$ cat config.mk
export PLATFORM = sky130hd
export DESIGN_NAME = store_lane_unit
export DESIGN_NICKNAME = d
export VERILOG_FILES = /design/src/rtl/store_pkg.sv /design/src/rtl/store_lane_gen.sv /design/src/rtl/store_lane_unit.sv
export SDC_FILE = /design/constraint.sdc
export NUM_CORES = 1
export LEC_CHECK = 0
export ABC_CLOCK_PERIOD_IN_PS = 5600
export CORE_ASPECT_RATIO = 1.25
export CORE_MARGIN = 2
export CORE_UTILIZATION = 42
export DETAILED_ROUTE_END_ITERATION = 8
export HOLD_SLACK_MARGIN = 0.1
export PLACE_DENSITY = 0.81
export SKIP_CTS_REPAIR_TIMING = 1
export SLEW_MARGIN = 20
export SYNTH_ARGS = -nofsm -noshare
export SYNTH_HDL_FRONTEND = slang
export SYNTH_SLANG_ARGS = --single-unit
$ cat constraint.sdc
create_clock -name clk -period 5.6 [get_ports clk]
set_input_delay 0.56 -clock clk [delete_from_list [all_inputs] [get_ports clk]]
set_output_delay 0.56 -clock clk [all_outputs]
set_load 0.01 [all_outputs]
$ cat src/rtl/store_pkg.sv
// Shared definitions for the store lane unit: FSM state encoding and the
// funct3 store-size codes. BEAT1 only exists when STORE_MISALIGNED_SPLIT_EN
// is defined (misaligned stores are split into two bus beats).
package store_pkg;

    typedef enum logic [1:0] {
        IDLE  = 2'd0,
`ifdef STORE_MISALIGNED_SPLIT_EN
        BEAT1 = 2'd2,
`endif
        BEAT0 = 2'd1
    } state_e;

    localparam logic [2:0] SB = 3'b000;
    localparam logic [2:0] SH = 3'b001;
    localparam logic [2:0] SW = 3'b010;
    localparam logic [2:0] SD = 3'b011;

    // Number of bytes written by a store of the given funct3 size code.
    function automatic logic [3:0] size_bytes(input logic [2:0] f3);
        case (f3)
            SB:      size_bytes = 4'd1;
            SH:      size_bytes = 4'd2;
            SW:      size_bytes = 4'd4;
            SD:      size_bytes = 4'd8;
            default: size_bytes = 4'd1;
        endcase
    endfunction

endpackage

$ cat src/rtl/store_lane_gen.sv
// Combinational lane generator: places a right-justified store into byte
// lanes of a double-width window starting at offset off_i, then returns the
// low half (first beat) or the high half (second beat of a split store).
module store_lane_gen #(
    parameter int XLEN = 32
) (
    input  logic [$clog2(XLEN/8)-1:0] off_i,
    input  logic [3:0]                sz_i,
    input  logic                      beat1_i,
    input  logic [XLEN-1:0]           wdata_i,
    output logic [XLEN/8-1:0]         be_o,
    output logic [XLEN-1:0]           wdata_o
);
    localparam int NB = XLEN / 8;

    logic [2*NB-1:0]   lanes2;
    logic [2*XLEN-1:0] data2;

    // Build lane mask and shifted data over two beats, then pick the half.
    always_comb begin
        lanes2 = '0;
        for (int i = 0; i < 2*NB; i++) begin
            lanes2[i] = (i >= int'(off_i)) && (i < int'(off_i) + int'(sz_i));
        end
        data2   = {{XLEN{1'b0}}, wdata_i} << (8 * off_i);
        be_o    = beat1_i ? lanes2[2*NB-1:NB]     : lanes2[NB-1:0];
        wdata_o = beat1_i ? data2[2*XLEN-1:XLEN]  : data2[XLEN-1:0];
    end

endmodule

$ cat src/rtl/store_lane_unit.sv
// Store lane unit: accepts one store at a time, converts it into one (or,
// with STORE_MISALIGNED_SPLIT_EN defined, two) aligned bus beats with byte
// enables, and flags illegal sizes / unsplit misaligned stores with a pulse.
// Optional feature macro: STORE_MISALIGNED_SPLIT_EN.
module store_lane_unit
    import store_pkg::*;
#(
    parameter int XLEN = 32
) (
    input  logic              clk,
    input  logic              rst_n,
    input  logic              MemWriteM,
    input  logic [2:0]        funct3M,
    input  logic [XLEN-1:0]   addrM,
    input  logic [XLEN-1:0]   wdataM,
    output logic              stallM,
    output logic              mem_valid,
    input  logic              mem_ready,
    output logic [XLEN-1:0]   mem_addr,
    output logic [XLEN-1:0]   mem_wdata,
    output logic [XLEN/8-1:0] mem_be,
    output logic              misalignedM,
    output logic              illegalM
);
    localparam int NB   = XLEN / 8;
    localparam int OFFW = $clog2(NB);

    state_e            state_q, state_d;
    logic [XLEN-1:0]   base_q, base_d;
    logic [XLEN-1:0]   wdata_q, wdata_d;
    logic [OFFW-1:0]   off_q, off_d;
    logic [3:0]        sz_q, sz_d;

    logic [OFFW-1:0]   req_off;
    logic [3:0]        req_sz;
    logic              req_legal;
    logic              accept;
    logic              req_go;
    logic              beat1_sel;
    logic [NB-1:0]     gen_be;
    logic [XLEN-1:0]   gen_wdata;
`ifdef STORE_MISALIGNED_SPLIT_EN
    logic [4:0]        cur_end;
    logic              cur_split;
`else
    logic [4:0]        req_end;
    logic              req_mis;
`endif

    // Decode the incoming request and decide whether it becomes a bus store.
    always_comb begin
        req_off   = addrM[OFFW-1:0];
        req_sz    = size_bytes(funct3M);
        req_legal = !funct3M[2] && !((funct3M == SD) && (XLEN == 32));
        stallM    = (state_q != IDLE);
        accept    = MemWriteM && (state_q == IDLE);
        illegalM  = rst_n && accept && !req_legal;
`ifdef STORE_MISALIGNED_SPLIT_EN
        cur_end     = 5'(off_q) + 5'(sz_q);
        cur_split   = (cur_end > 5'(NB));
        req_go      = accept && req_legal;
        misalignedM = 1'b0;
`else
        req_end     = 5'(req_off) + 5'(req_sz);
        req_mis     = (req_end > 5'(NB));
        req_go      = accept && req_legal && !req_mis;
        misalignedM = rst_n && accept && req_legal && req_mis;
`endif
    end

    // Next-state logic and request capture.
    always_comb begin
        state_d = state_q;
        base_d  = base_q;
        wdata_d = wdata_q;
        off_d   = off_q;
        sz_d    = sz_q;
        case (state_q)
            IDLE: begin
                if (req_go) begin
                    state_d = BEAT0;
                    base_d  = addrM & ~XLEN'(NB - 1);
                    wdata_d = wdataM;
                    off_d   = req_off;
                    sz_d    = req_sz;
                end
            end
            BEAT0: begin
                if (mem_ready) begin
`ifdef STORE_MISALIGNED_SPLIT_EN
                    state_d = cur_split ? BEAT1 : IDLE;
`else
                    state_d = IDLE;
`endif
                end
            end
`ifdef STORE_MISALIGNED_SPLIT_EN
            BEAT1: begin
                if (mem_ready) state_d = IDLE;
            end
`endif
            default: state_d = IDLE;
        endcase
    end

    // FSM state register; reset abandons any store in flight.
    always_ff @(posedge clk or negedge rst_n) begin
        if (!rst_n) state_q <= IDLE;
        else        state_q <= state_d;
    end

    // Captured request fields; only observed outside IDLE, so no reset.
    always_ff @(posedge clk) begin
        base_q  <= base_d;
        wdata_q <= wdata_d;
        off_q   <= off_d;
        sz_q    <= sz_d;
    end

`ifdef STORE_MISALIGNED_SPLIT_EN
    assign beat1_sel = (state_q == BEAT1);
`else
    assign beat1_sel = 1'b0;
`endif

    store_lane_gen #(.XLEN(XLEN)) u_lane_gen (
        .off_i   (off_q),
        .sz_i    (sz_q),
        .beat1_i (beat1_sel),
        .wdata_i (wdata_q),
        .be_o    (gen_be),
        .wdata_o (gen_wdata)
    );

    // Bus beat outputs, forced to zero whenever no beat is in progress.
    always_comb begin
        mem_valid = (state_q != IDLE);
        mem_addr  = '0;
        mem_be    = '0;
        mem_wdata = '0;
        if (mem_valid) begin
            mem_addr  = beat1_sel ? base_q + XLEN'(NB) : base_q;
            mem_be    = gen_be;
            mem_wdata = gen_wdata;
        end
    end

endmodule

# Word-level counts from Yosys, hierarchy flattened
# Index checks and enable logic that the tools add are counted.
# op_classes
add_sub_neg	2
magnitude_cmp	8
n_eq_ne	6
n_shift	1
n_mux	7
reduce_logical	19
# op_table
op	n
$lt A3 B32 Y1 const A	2
$mux W32	2
$lt A2 B32 Y1 const A	1
$shl A32 B5 Y32	1
$pmux W4 S3	1
$logic_and A1 B1 Y1	11
$add A2 B4 Y5	2
$eq A3 B2 Y1 const B	2
$gt A5 B3 Y1 const B	1
$lt A1 B5 Y1 const A	1
$ge A1 B2 Y1 const A	2
$logic_not A1 Y1	4
$mux W2	2
$mux W4	1
$ne A2 B2 Y1 const B	2
$pmux W2 S2	1
$reduce_and A2 Y1	2
$eq A3 B1 Y1 const B	1
$eq A2 B1 Y1 const B	1
$ge A2 B2 Y1 const A	1
$logic_not A2 Y1	1
$reduce_bool A2 Y1	1
# word_totals
reg_bits	70
input_bits	71
output_inout_bits	72
word_cells	48

# Longest topological paths before layout
# depth
depth_word	8
depth_mapped	7
ltp_nobuf	7

# Hierarchy
# Synthesis repeated with hierarchy kept, for this count alone.
# unflattened
hier_cells	291
hier_area_um2	3603.5
# modules_own_cells
module	instances	cells_per_inst	area_per_inst_um2	seq_area_each_um2
store_lane_unit	1	170	2703.8	2067.0
store_lane_gen	1	121	899.6	0.0

# Worst setup path before layout
# No wires, ideal clock.
# synth_path
path_type	input-to-reg
start	input port funct3M[0]
end	register base_q[10] (enable)
arrival_ps	4487
slack_ps	619
stages	7
path_buffers	0
path_cell_list	o21bai_1 ha_1 inv_1 fa_1 nor2b_1 o32ai_1 nor2_1
# synth_via
elab_chain_cells	7
# synth_rtl
item	line_no	rtl
start, declared	store_lane_unit.sv:13	input logic [2:0] funct3M,
$eq A3 B2 Y1, or another cell as far along	store_pkg.sv:21, store_lane_unit.sv:54	
$pmux W4 S3	store_pkg.sv:21	case (f3)
$add A2 B4 Y5	store_lane_unit.sv:64	req_end = 5'(req_off) + 5'(req_sz);
$gt A5 B3 Y1	store_lane_unit.sv:65	req_mis = (req_end > 5'(NB));
$logic_not A1 Y1	store_lane_unit.sv:66	req_go = accept && req_legal && !req_mis;
$logic_and A1 B1 Y1 (*)	store_lane_unit.sv:66	
$reduce_and A2 Y1 (no source line) (*)	n/a	
end signal, assigned	store_lane_unit.sv:114	base_q <= base_d;
end, declared	store_lane_unit.sv:29	logic [XLEN-1:0] base_q, base_d;
# Mark *: on every way between the ends. The rest lies on a longest branch, timed or not.
# A chain may end at the register's enable or synchronous reset.

# Worst setup path in the final report
# layout_path
start	input port funct3M[2]
end	output port misalignedM
# layout_via
elab_chain_cells	5
# layout_rtl
item	line_no	rtl
$eq A3 B2 Y1 / $eq A3 B1 Y1 (equally long branches)	store_pkg.sv:21	
$pmux W4 S3 (*)	store_pkg.sv:21	
net req_sz[0]	store_lane_unit.sv:35	logic [3:0] req_sz;
$add A2 B4 Y5 (*)	store_lane_unit.sv:64	
$gt A5 B3 Y1 (*)	store_lane_unit.sv:65	
$logic_and A1 B1 Y1 (*)	store_lane_unit.sv:67	misalignedM = rst_n && accept && req_legal && req_mis;
end, declared	store_lane_unit.sv:22	output logic misalignedM,
# The timed path passes the listed nets; every way through them passes the cells marked *.

==> summary.txt <==
Status
  – Status: finished clean

Synth
  – Register area share after synthesis: 65.5%
  – Post-synth top flop: edfxtp_1
  – Avg Cell Area, Syn: 13.3 µm²
  – #FFs+latches synth: 69
  – Yosys warns: 0
  – EDFF count, synth: 68
  – Synth Cell Area: 3160 µm²
  – Dominant cell type by area after synthesis: edfxtp_1
  – Synth cell count leaders: edfxtp_1, and2_1, nor2_1, a211oi_1, mux2i_1
  – Count leader, synth: edfxtp_1
  – Post-synthesis async set-or-reset flop share: 1.45%
  – Yosys top cell area share: 64.7%
  – Post-Synthesis Cells: 238
  – Library cells used by synthesis: 30
  – Synth area leaders: edfxtp_1, and2_1, mux2i_1

STA
  – Clk_skew: 0.00621 ns
  – Final hold vios: 0
  – Setup TNS: 0 ns
  – Slew @ Worst Pin: 0.831 ns
  – Post-route setup slack: 1.77 ns
  – Post-layout min period: 3.83 ns
  – Finish-stage setup viols: 0
  – Worst relative slew slack: 44.6%
  – RSZ-0062 raised after global routing: false
  – FMAX: 261 MHz
  – Period Utilization, post-route: 68.4%
  – Slew Viols, Final: 0

Drt
  – Met3 WL post-DR: 659 µm
  – Highest layer used for signal routing: met4
  – Vias post-DR: 2312
  – Final ANT Viol Nets: 0
  – DR iter-0 viols: 75
  – DR WL/cell: 15.5 µm
  – WL final: 7.35 mm
  – DRC: 0
  – M1 wire length: 2.61 mm
  – Vias per cell: 4.87
  – WL met2: 3.94 mm
  – TritonRoute pass-1 iters: 6

Run
  – Maxcap violations: 0

GRT
  – Global-route wire length before repair: 11.1 mm
  – Largest net degree at the start of global routing: 37
  – Vias in the first global route: 2382
  – GRT Total Usage: 18.4%
  – Antenna violations before repair: 0
  – Total gr overflow: 0

Critical path
  – Worst Path Arrival: 3.27 ns
  – Most common cell on crit path: clkdlybuf4s50_1
  – Crit path from: funct3M[2]
  – CP required: 5.04 ns
  – R2r worst-path depth: 4
  – Crit start category: primary input
  – Worst R2R End: base_q[23]
  – Crit-path slowest cell: clkdlybuf4s50_1
  – CP endpoint: misalignedM
  – Worst path cell trace: clkdlybuf4s50_1, o21bai_1, ha_1, inv_1, fa_1, nor2b_1, o32ai_1, and3b_1, clkdlybuf4s50_1
  – Worst R2R Setup Slack: 3.26 ns
  – CP peak stage delay: 0.59 ns
  – Maximum fanout along the worst path: 6
  – Critical setup path kind: in -> out
  – RR Startpoint: state_q[0]
  – Crit. End Element: primary output

Power and ir drop
  – Leak: 0.00170 µW
  – Overall power: 1150 µW
  – PwrDens: 240 nW/µm²
  – Worst vdd ir: 0.000157 V

Placed design
  – Area after DPL: 4630 µm²
  – Final HPWL DP: 5.38 mm
  – Port bufs: 140
  – DP Worst Slack: 1.80 ns
  – Gpl congestion: 0.781

Clock tree
  – CTS root buffer: clkbuf_8
  – CTS Buf Count: 9
  – CTS sink count: 69
  – CTS tree: done
  – Clk Latency, worst-skew pair: 0.33 ns
  – Max clock buf depth: 2
  – Clock transition at path regs: 0.07 ns
  – H-tree levels: 3

Layout
  – Multi-input gate area: 991 µm²
  – Layout cells sized above 1: 6.01%
  – Fin area: 4790 µm²
  – Layout area overhead: 51.8%
  – Antenna cell count: 0
  – Number of nets in the layout: 455
  – Utilization after layout: 65.5%
  – Layout fillers: 584
  – Storage cell area: 2070 µm²

Floorplan
  – Die Wd: 81.5 µm
  – FP Rows: 35
  – # IOs: 143
  – Starting density of the core: 43.2%
  – CORE AREA: 7310 µm²
  – Die H: 101 µm
  – Die Area: 8230 µm²

Min path
  – HP Class: in -> async
==> area by class of cell <==
type,count,share of cell area [%]
flip-flops and latches,69,43.1
clock inverters,7,0.887
well taps,92,2.40
multi-input cells,148,20.7
inverters,6,0.470
repair buffers,144,29.9
clock buffers,9,2.58
==> per-layer routing <==
layer	global-route usage, %	vias up
li1	-	1126
met2	34.7	103
met1	17.4	1072
met3	5.73	11
met4	8.60	0
met5	0	-
==> worst max-delay path: cells and delay by family <==
family	cells	cell delay, ns
buf+inv	3	1.18
fa+ha+maj	2	0.62
simple gates	2	0.40
compound gates	2	0.50
==> stage by stage <==
step	cells	hold WS, ns
final	475	0.372
after floorplan	239	0.264
after global placement	459	0.724
after global routing	475	0.372
after CTS	475	0.359
after detailed placement	459	0.726
==> power by group <==
part / total, µW / internal (µW) / switching [µW] / leakage (µW)
clock network: 340 / 157 / 182 / 0.0000824
registers: 607 / 594 / 13.1 / 0.000635
logic: 205 / 119 / 85.9 / 0.000983
==> kinds of logic after synthesis <==
logic type	count (synthesis)	share of synthesized area, %
buf+inv	22	3.49
mux	16	5.07
xor+xnor	1	0.277
flops	69	65.5
other cells	1	0.119
simple gates	89	15.4
compound gates	34	7.29
fa+ha+maj	6	2.85
==> layout by cell type, fill, tap and decap left out <==
master and n:
and3b_1 1, o41a_1 1, nand2b_1 1, inv_2 1, nor2_4 2, conb_1 2, edfxtp_1 68, a221oi_1 1
nor2b_1 11, inv_1 5, buf_4 4, o22ai_1 1, clkbuf_8 9, a211oi_1 17, nor3b_2 1, nor3b_1 1
xor2_1 1, clkinv_2 3, nand2_1 4, clkinv_1 1, o21bai_1 1, clkinv_4 1, mux2i_1 16, nor2_1 29
ha_1 4, and2_1 39, dfrtp_1 1, a21oi_1 12, clkdlybuf4s50_1 140, fa_1 2, clkinvlp_4 2, o32ai_1 1
==> how the worst min path moves through the flow <==
stage	depth (start not counted)	slack [ns]	end
5_1_grt	1	0.37	state_q[0]
3_3_place_gp	1	0.72	state_q[0]
2_1_floorplan	0	0.26	state_q[0]
3_5_place_dp	1	0.73	state_q[0]
4_1_cts	1	0.36	state_q[0]
6_report	1	0.37	state_q[0]
==> flip-flops by register name (all words and copies together), names as in the netlist <==
name	flops
off_q	2
state_q	1
sz_q	4
wdata_q	32
base_q	30
No activity file was read; power rests on OpenSTA's default activity.
